## src/rtl/photo_interrupter_ctrl_if.sv

```systemverilog
`default_nettype none
// ============================================================================
// Module  : photo_interrupter_ctrl_if
// Brief   : Signal bundle between the photo-interrupter controller and its user.
// Revision: 1.0 - initial release
// ============================================================================
interface photo_interrupter_ctrl_if #(
    parameter int CNT_W = 16,
    parameter int PER_W = 24
);
    logic             enable;
    logic             sensor;
    logic             clear;
    logic             led;
    logic             event_pulse;
    logic [CNT_W-1:0] event_count;
    logic [PER_W-1:0] period;
    logic             period_valid;
    logic             stalled;

    modport master (
        output enable, sensor, clear,
        input  led, event_pulse, event_count, period, period_valid, stalled
    );

    modport slave (
        input  enable, sensor, clear,
        output led, event_pulse, event_count, period, period_valid, stalled
    );
endinterface
`default_nettype wire

```

## src/rtl/photo_interrupter_ctrl.sv

```systemverilog
`default_nettype none
// ============================================================================
// Module  : photo_interrupter_ctrl
// Brief   : Sync + debounce of a slotted photo-interrupter, event counting and
//           inter-event period measurement. Optional stall detection is built
//           when PI_STALL_DETECT_EN is defined.
// Revision: 1.0 - initial release
// ============================================================================
module photo_interrupter_ctrl #(
    parameter int DEBOUNCE_CYCLES = 16,
    parameter int CNT_W           = 16,
    parameter int PER_W           = 24,
    parameter int TIMEOUT_CYCLES  = 1000000
) (
    input  wire                        clk,
    input  wire                        rst,
    photo_interrupter_ctrl_if.slave    bus
);

    localparam int C_DEB_W = $clog2(DEBOUNCE_CYCLES + 1);
    localparam logic [C_DEB_W-1:0] C_DEB_MAX = C_DEB_W'(DEBOUNCE_CYCLES);

    typedef enum logic [2:0] {
        S_IDLE     = 3'd0,
        S_CLR      = 3'd1,
        S_CONF_BLK = 3'd2,
        S_BLK      = 3'd3,
        S_CONF_CLR = 3'd4
    } state_t;

    state_t             r_state;
    logic               r_sync1;
    logic               r_sync2;
    logic [C_DEB_W-1:0] r_deb_cnt;
    logic               r_led;
    logic               r_event_pulse;
    logic [CNT_W-1:0]   r_count;
    logic [PER_W-1:0]   r_timer;
    logic [PER_W-1:0]   r_period;
    logic               r_period_valid;
    logic               r_have_evt;
    logic               r_stalled;

    logic               w_s_sync;
    logic [C_DEB_W-1:0] w_deb_next;
    logic               w_deb_done;
    logic               w_evt;
    logic [PER_W-1:0]   w_timer_inc;

    assign w_s_sync    = r_sync2;
    assign w_deb_next  = r_deb_cnt + 1'b1;
    assign w_deb_done  = (w_deb_next >= C_DEB_MAX);
    assign w_evt       = bus.enable && (r_state == S_CONF_BLK) && w_s_sync && w_deb_done;
    assign w_timer_inc = (r_timer == '1) ? r_timer : r_timer + 1'b1;

    always_ff @(posedge clk or posedge rst) begin
        if (rst) begin
            r_sync1 <= 1'b0;
            r_sync2 <= 1'b0;
        end else begin
            r_sync1 <= bus.sensor;
            r_sync2 <= r_sync1;
        end
    end

    // Debounce FSM; led and event_pulse are registered alongside the state.
    always_ff @(posedge clk or posedge rst) begin
        if (rst) begin
            r_state       <= S_IDLE;
            r_deb_cnt     <= '0;
            r_led         <= 1'b0;
            r_event_pulse <= 1'b0;
        end else if (!bus.enable) begin
            r_state       <= S_IDLE;
            r_deb_cnt     <= '0;
            r_led         <= 1'b0;
            r_event_pulse <= 1'b0;
        end else begin
            r_event_pulse <= w_evt;
            case (r_state)
                S_IDLE: begin
                    r_state   <= w_s_sync ? S_BLK : S_CLR;
                    r_led     <= w_s_sync;
                    r_deb_cnt <= '0;
                end
                S_CLR: begin
                    r_led <= 1'b0;
                    if (w_s_sync) begin
                        r_state   <= S_CONF_BLK;
                        r_deb_cnt <= C_DEB_W'(1);
                    end
                end
                S_CONF_BLK: begin
                    if (!w_s_sync) begin
                        r_state   <= S_CLR;
                        r_deb_cnt <= '0;
                        r_led     <= 1'b0;
                    end else if (w_deb_done) begin
                        r_state   <= S_BLK;
                        r_deb_cnt <= '0;
                        r_led     <= 1'b1;
                    end else begin
                        r_deb_cnt <= w_deb_next;
                        r_led     <= 1'b0;
                    end
                end
                S_BLK: begin
                    r_led <= 1'b1;
                    if (!w_s_sync) begin
                        r_state   <= S_CONF_CLR;
                        r_deb_cnt <= C_DEB_W'(1);
                    end
                end
                S_CONF_CLR: begin
                    if (w_s_sync) begin
                        r_state   <= S_BLK;
                        r_deb_cnt <= '0;
                        r_led     <= 1'b1;
                    end else if (w_deb_done) begin
                        r_state   <= S_CLR;
                        r_deb_cnt <= '0;
                        r_led     <= 1'b0;
                    end else begin
                        r_deb_cnt <= w_deb_next;
                        r_led     <= 1'b1;
                    end
                end
                default: begin
                    r_state   <= S_IDLE;
                    r_deb_cnt <= '0;
                    r_led     <= 1'b0;
                end
            endcase
        end
    end

    // A clear coinciding with an event is applied first, so that event counts as the first one.
    always_ff @(posedge clk or posedge rst) begin
        if (rst) begin
            r_count        <= '0;
            r_timer        <= '0;
            r_period       <= '0;
            r_period_valid <= 1'b0;
            r_have_evt     <= 1'b0;
        end else begin
            r_period_valid <= w_evt && r_have_evt && !bus.clear;

            if (w_evt)
                r_count <= (bus.clear ? '0 : r_count) + 1'b1;
            else if (bus.clear)
                r_count <= '0;

            if (bus.clear)
                r_period <= '0;
            else if (w_evt && r_have_evt)
                r_period <= w_timer_inc;

            if (w_evt) begin
                r_timer    <= '0;
                r_have_evt <= 1'b1;
            end else if (bus.clear) begin
                r_timer    <= '0;
                r_have_evt <= 1'b0;
            end else if (bus.enable) begin
                r_timer <= w_timer_inc;
            end
        end
    end

`ifdef PI_STALL_DETECT_EN
    localparam logic [PER_W-1:0] C_TIMEOUT = PER_W'(TIMEOUT_CYCLES);

    always_ff @(posedge clk or posedge rst) begin
        if (rst)
            r_stalled <= 1'b0;
        else
            r_stalled <= bus.enable && !bus.clear && !w_evt && r_have_evt
                         && (r_timer >= C_TIMEOUT);
    end
`else
    logic w_unused_timeout;
    assign w_unused_timeout = ^TIMEOUT_CYCLES;
    assign r_stalled        = 1'b0;
`endif

    assign bus.led          = r_led;
    assign bus.event_pulse  = r_event_pulse;
    assign bus.event_count  = r_count;
    assign bus.period       = r_period;
    assign bus.period_valid = r_period_valid;
    assign bus.stalled      = r_stalled;

endmodule
`default_nettype wire

```

## src/flat_wrapper.sv

```systemverilog
// flat-port wrapper written by rule: the top's interface ports become plain ports
module photo_interrupter_ctrl_flat 
#(
    parameter int DEBOUNCE_CYCLES = 16,
    parameter int CNT_W           = 16,
    parameter int PER_W           = 24,
    parameter int TIMEOUT_CYCLES  = 1000000
)
  (clk, rst, bus_enable, bus_sensor, bus_clear, bus_led, bus_event_pulse, bus_event_count, bus_period, bus_period_valid, bus_stalled);
  photo_interrupter_ctrl_if #(.CNT_W(CNT_W), .PER_W(PER_W)) bus_i ();
  input  wire clk;
  input  wire rst;
  input wire logic [$bits(bus_i.enable)-1:0] bus_enable;
  input wire logic [$bits(bus_i.sensor)-1:0] bus_sensor;
  input wire logic [$bits(bus_i.clear)-1:0] bus_clear;
  output wire logic [$bits(bus_i.led)-1:0] bus_led;
  output wire logic [$bits(bus_i.event_pulse)-1:0] bus_event_pulse;
  output wire logic [$bits(bus_i.event_count)-1:0] bus_event_count;
  output wire logic [$bits(bus_i.period)-1:0] bus_period;
  output wire logic [$bits(bus_i.period_valid)-1:0] bus_period_valid;
  output wire logic [$bits(bus_i.stalled)-1:0] bus_stalled;
  assign bus_i.enable = bus_enable;
  assign bus_i.sensor = bus_sensor;
  assign bus_i.clear = bus_clear;
  assign bus_led = bus_i.led;
  assign bus_event_pulse = bus_i.event_pulse;
  assign bus_event_count = bus_i.event_count;
  assign bus_period = bus_i.period;
  assign bus_period_valid = bus_i.period_valid;
  assign bus_stalled = bus_i.stalled;
  photo_interrupter_ctrl #(.DEBOUNCE_CYCLES(DEBOUNCE_CYCLES), .CNT_W(CNT_W), .PER_W(PER_W), .TIMEOUT_CYCLES(TIMEOUT_CYCLES)) u_core (.clk(clk), .rst(rst), .bus(bus_i));
endmodule
```

## config.mk

```make
export PLATFORM = sky130hd
export DESIGN_NAME = photo_interrupter_ctrl_flat
export DESIGN_NICKNAME = d
export VERILOG_FILES = /design/src/rtl/photo_interrupter_ctrl_if.sv /design/src/rtl/photo_interrupter_ctrl.sv /design/src/flat_wrapper.sv
export SDC_FILE = /design/constraint.sdc
export NUM_CORES = 1
export LEC_CHECK = 0
export ABC_CLOCK_PERIOD_IN_PS = 2400
export CAP_MARGIN = 15
export CORE_MARGIN = 3
export CORE_UTILIZATION = 51
export CTS_CLUSTER_SIZE = 30
export DETAILED_ROUTE_END_ITERATION = 8
export HOLD_SLACK_MARGIN = 0.02
export PLACE_DENSITY = 0.75
export SETUP_SLACK_MARGIN = 0.1
export SLEW_MARGIN = 20
export SYNTH_ARGS = -nofsm -noshare
export SYNTH_HDL_FRONTEND = slang
export SYNTH_SLANG_ARGS = --single-unit
export TNS_END_PERCENT = 30
```

## constraint.sdc

```tcl
create_clock -name clk -period 2.4 [get_ports clk]
set_clock_uncertainty 0.1 [all_clocks]
set_input_delay 0.24 -clock clk [delete_from_list [all_inputs] [get_ports clk]]
set_output_delay 0.24 -clock clk [all_outputs]
set_load 0.03 [all_outputs]
```

==> impl_results.md <==
* Status: completed
* Drt wl/cell at 17.0 um
* # DRC at 0
* Iter 0 DRT Violations at 210
* Hold crit path type: primary input to flop
* Syn avg cell area at around 9.1 um^2
* Final #Nets at 564
* Post-synth cell types at 74
* WP buf/inv at 0
* Share of cells above drive strength 1 at 0.160
* Gr usage total at 0.235
* Hold Buf Count CTS at 0
* N_diodes at 0
* Worst skew pair latency at approximately 0.36 ns
* WS Path Type: flop to flop
* Setup Viol. Count Final at 0
* CTS H-tree lvls at 3
* Root buffer cell: clkbuf_8
* Flop-to-flop setup slack at slightly below 0.09 ns
* Setup TNS Final at 0 ns
* Net Sw Frac at 0.230
* Syn_nets at 501
* Clock power share at 0.434
* Sequential power share at 0.497
* Clk buf depth at 2
* Cells after synthesis at between 400 and 500
* Routed wire length at roughly 11000 um
* TritonCTS clock tree: done
* Vias at 4148
* Grt met1 use at 0.324
* Final RePlAce weighted congestion at about 1
* Tmin final at roughly 2.3 ns
* Mapped Area at 4510 um^2
* Worst path top cell family by delay: simple AND/OR/NAND/NOR gates
* Post-synth EDFFs at 0
* TritonCTS buffer count at 9
* WP data required at 2.56 ns
* CP max stage cell: or4b_1
* Crit-path max FO at 7
* Sequential fraction of the synthesis area at 0.433
* Avg Vias per Cell at between 6 and 7
* P_sw at between 0.6 and 0.7 mW
* Comb power frac at 0.069
* Non-Filler Instances at approximately 670
* Worst-path cell chain: nand2_1, or3_4, or4_4, or4b_1, o311ai_1
* Met3 Resource Use GR at 0.0473
* Worst-Margin Slew at approximately 0.68 ns
* FF+latch count, synth at approximately 80
* LEAKAGE at between 2 and 2.5 nW
* YS warnings at 0
* Startpoint Class: flop
* TritonCTS Sinks at 78
* RSZ-0062 raised after global routing: true
* Internal at 2.06 mW
* Vias in the first global route at between 3000 and 4000
* PortBufs at 47
* Relative slew slack at 0.545
* PD cells at around 470 nW/um^2
* Crit path arrival time at 2.47 ns
* Number of fill cells at between 600 and 700
* Clk slew on worst S/H paths at approximately 0.080 ns
* Die Area at 10000 um^2
* Async S/R FF share, synth at 1.00
* Max VDD drop at 0.000290 V
* Peak Freq at around 430 MHz
* Dpl cells at 647
* Drt first pass iters at 6
* Most used DFF post-synth: dfrtp_1
* Final hold viol count at 0
* Gr ovfl total at 0
* DIE HEIGHT at 100 um
* CP Capture Type: flop
* GRT Max-Usage Layer: met2
* Synth-to-Final Area Change at 24.9%
* Die X at between 100 and 150 um
* First-pass GRT wire length at 19000 um
* Final ANT Viol Nets at 0
* Largest net degree at the start of global routing at between 40 and 50
* Count of pins over their slew limit at 0
* Initial antenna violation count at 0
* DP HPWL at between 7000 and 8000 um
* Starting Density at 0.538
* Period utilisation layout at 0.963
* Total I/O pin count at 49
* Placement Rows at 33
* Core area at between 8000 and 9000 um^2
* Crit-path max cell delay at 0.51 ns
* Met2 Track Usage GR at 0.373
* Number of max-cap violations at 0
==> worst paths after layout <==
path	startpoint	to	cells after the start
hold reg to reg	u_core.r_sync1	u_core.r_sync2	0
setup reg to reg	u_core.r_timer[11]	u_core.r_timer[23]	5
max in group asynchronous	rst	u_core.r_timer[14]	3
setup / recovery	u_core.r_timer[11]	u_core.r_timer[23]	5
min in group asynchronous	rst	u_core.bus.period[22]	2
hold / removal	bus_clear	u_core.bus.event_count[0]	3
==> area by class of cell <==
cell class	instances	area (um^2)	area share
flip-flops and latches	78	1960	0.347
well taps	105	131	0.0233
multi-input cells	358	2360	0.420
clock buffers	13	169	0.0300
inverters	14	56.3	0.0100
clock inverters	3	65.1	0.0116
repair buffers	95	888	0.158
==> registers in the layout, summed over array words and instances (netlist names), 3 cells and up <==
| signal | count |
|---|---|
| u_core.r_timer | 24 |
| u_core.r_deb_cnt | 5 |
| u_core.bus.event_count | 16 |
| u_core.r_state | 3 |
| u_core.bus.period | 24 |
==> tightest hold or removal path: stages <==
cell and delay, ns:
buf_2 0.12, nor2b_2 0.06, xnor2_1 0.11
==> layer usage <==
layer / wire [um] / part of all wire
met5: 0 / 0
met4: 206 / 0.018
met2: 5380 / 0.47
met3: 672 / 0.059
met1: 5080 / 0.45
==> cell families after synthesis <==
family	share of synthesized area
other	0.000832
multiplexers	0.0150
adder cells (fa/ha/maj)	0.00833
XOR/XNOR	0.0641
buffers and inverters	0.0514
flip-flops	0.433
AO/OA/AOI/OAI	0.169
AND/OR/NAND/NOR	0.258
==> power by group through the flow <==
stage	Combinational (mW)	Sequential [mW]	Clock (mW)
floorplan	0.109	1.36	0
global route	0.202	1.33	1.24
detailed placement	0.182	1.36	0
global placement	0.178	1.36	0
CTS	0.186	1.33	1.17
finish	0.185	1.33	1.16
==> metrics by stage <==
step | hold WS, ns | total power [mW] | cell area (um^2) | setup WS [ns] | utilization
after global routing | 0.116 | 2.77 | 5630 | 0.0164 | 0.672
after CTS | 0.109 | 2.68 | 5590 | 0.103 | 0.667
after global placement | 0.236 | 1.53 | 5340 | 0.0848 | 0.637
after floorplan | 0.171 | 1.47 | 4520 | 0.0829 | -
final | 0.111 | 2.67 | 5630 | 0.0885 | 0.672
after detailed placement | 0.237 | 1.54 | 5340 | 0.0609 | 0.637
==> timing repair <==
item,CTS,global route
setup buffers,1,2
resized for setup,4,5
endpoints found under the setup margin,7,16
==> cell usage after synthesis, drive strengths merged (3+ instances only) <==
| library cell | instances | area, um^2 |
|---|---|---|
| mux2 | 3 | 33.8 |
| and2 | 3 | 18.8 |
| xnor2 | 18 | 158 |
| nor2 | 48 | 180 |
| or4b | 3 | 30.0 |
| o21ai | 16 | 80.1 |
| o211ai | 8 | 60.1 |
| inv | 13 | 48.8 |
| a21oi | 9 | 45.0 |
| a211o | 3 | 26.3 |
| nor3 | 5 | 25.0 |
| xor2 | 15 | 131 |
| a211oi | 19 | 143 |
| nand4 | 17 | 121 |
| or4 | 13 | 101 |
| mux2i | 3 | 33.8 |
| a311oi | 5 | 43.8 |
| clkbuf | 35 | 136 |
| ha | 3 | 37.5 |
| nor2b | 8 | 50.1 |
| nand2 | 37 | 139 |
| nand3 | 26 | 143 |
| dfrtp | 78 | 1950 |
| and3 | 4 | 25.0 |
| nor4 | 10 | 62.6 |
| buf | 8 | 42.5 |
| nand2b | 7 | 43.8 |
| o2111ai | 7 | 61.3 |
| nand4b | 4 | 35.0 |
| a31oi | 8 | 50.1 |
| a31o | 3 | 26.3 |
| or3 | 14 | 92.6 |
==> placed cells by master, fill, tap and decap left out, types with 10 or more instances in the layout <==
cell / Yosys / layout
dfrtp_1: 78 / 75
nor2_1: 48 / 47
clkdlybuf4s50_1: 0 / 46
buf_4: 1 / 43
nand2_1: 37 / 37
nand3_1: 25 / 25
a211oi_1: 19 / 19
xnor2_1: 18 / 18
nand4_1: 16 / 16
xor2_1: 15 / 15
o21ai_0: 15 / 15
or3_1: 13 / 12
or4_1: 12 / 12
inv_1: 13 / 12
clkbuf_8: 0 / 12
nor4_1: 10 / 10
Power figures use the tool's default switching activity.
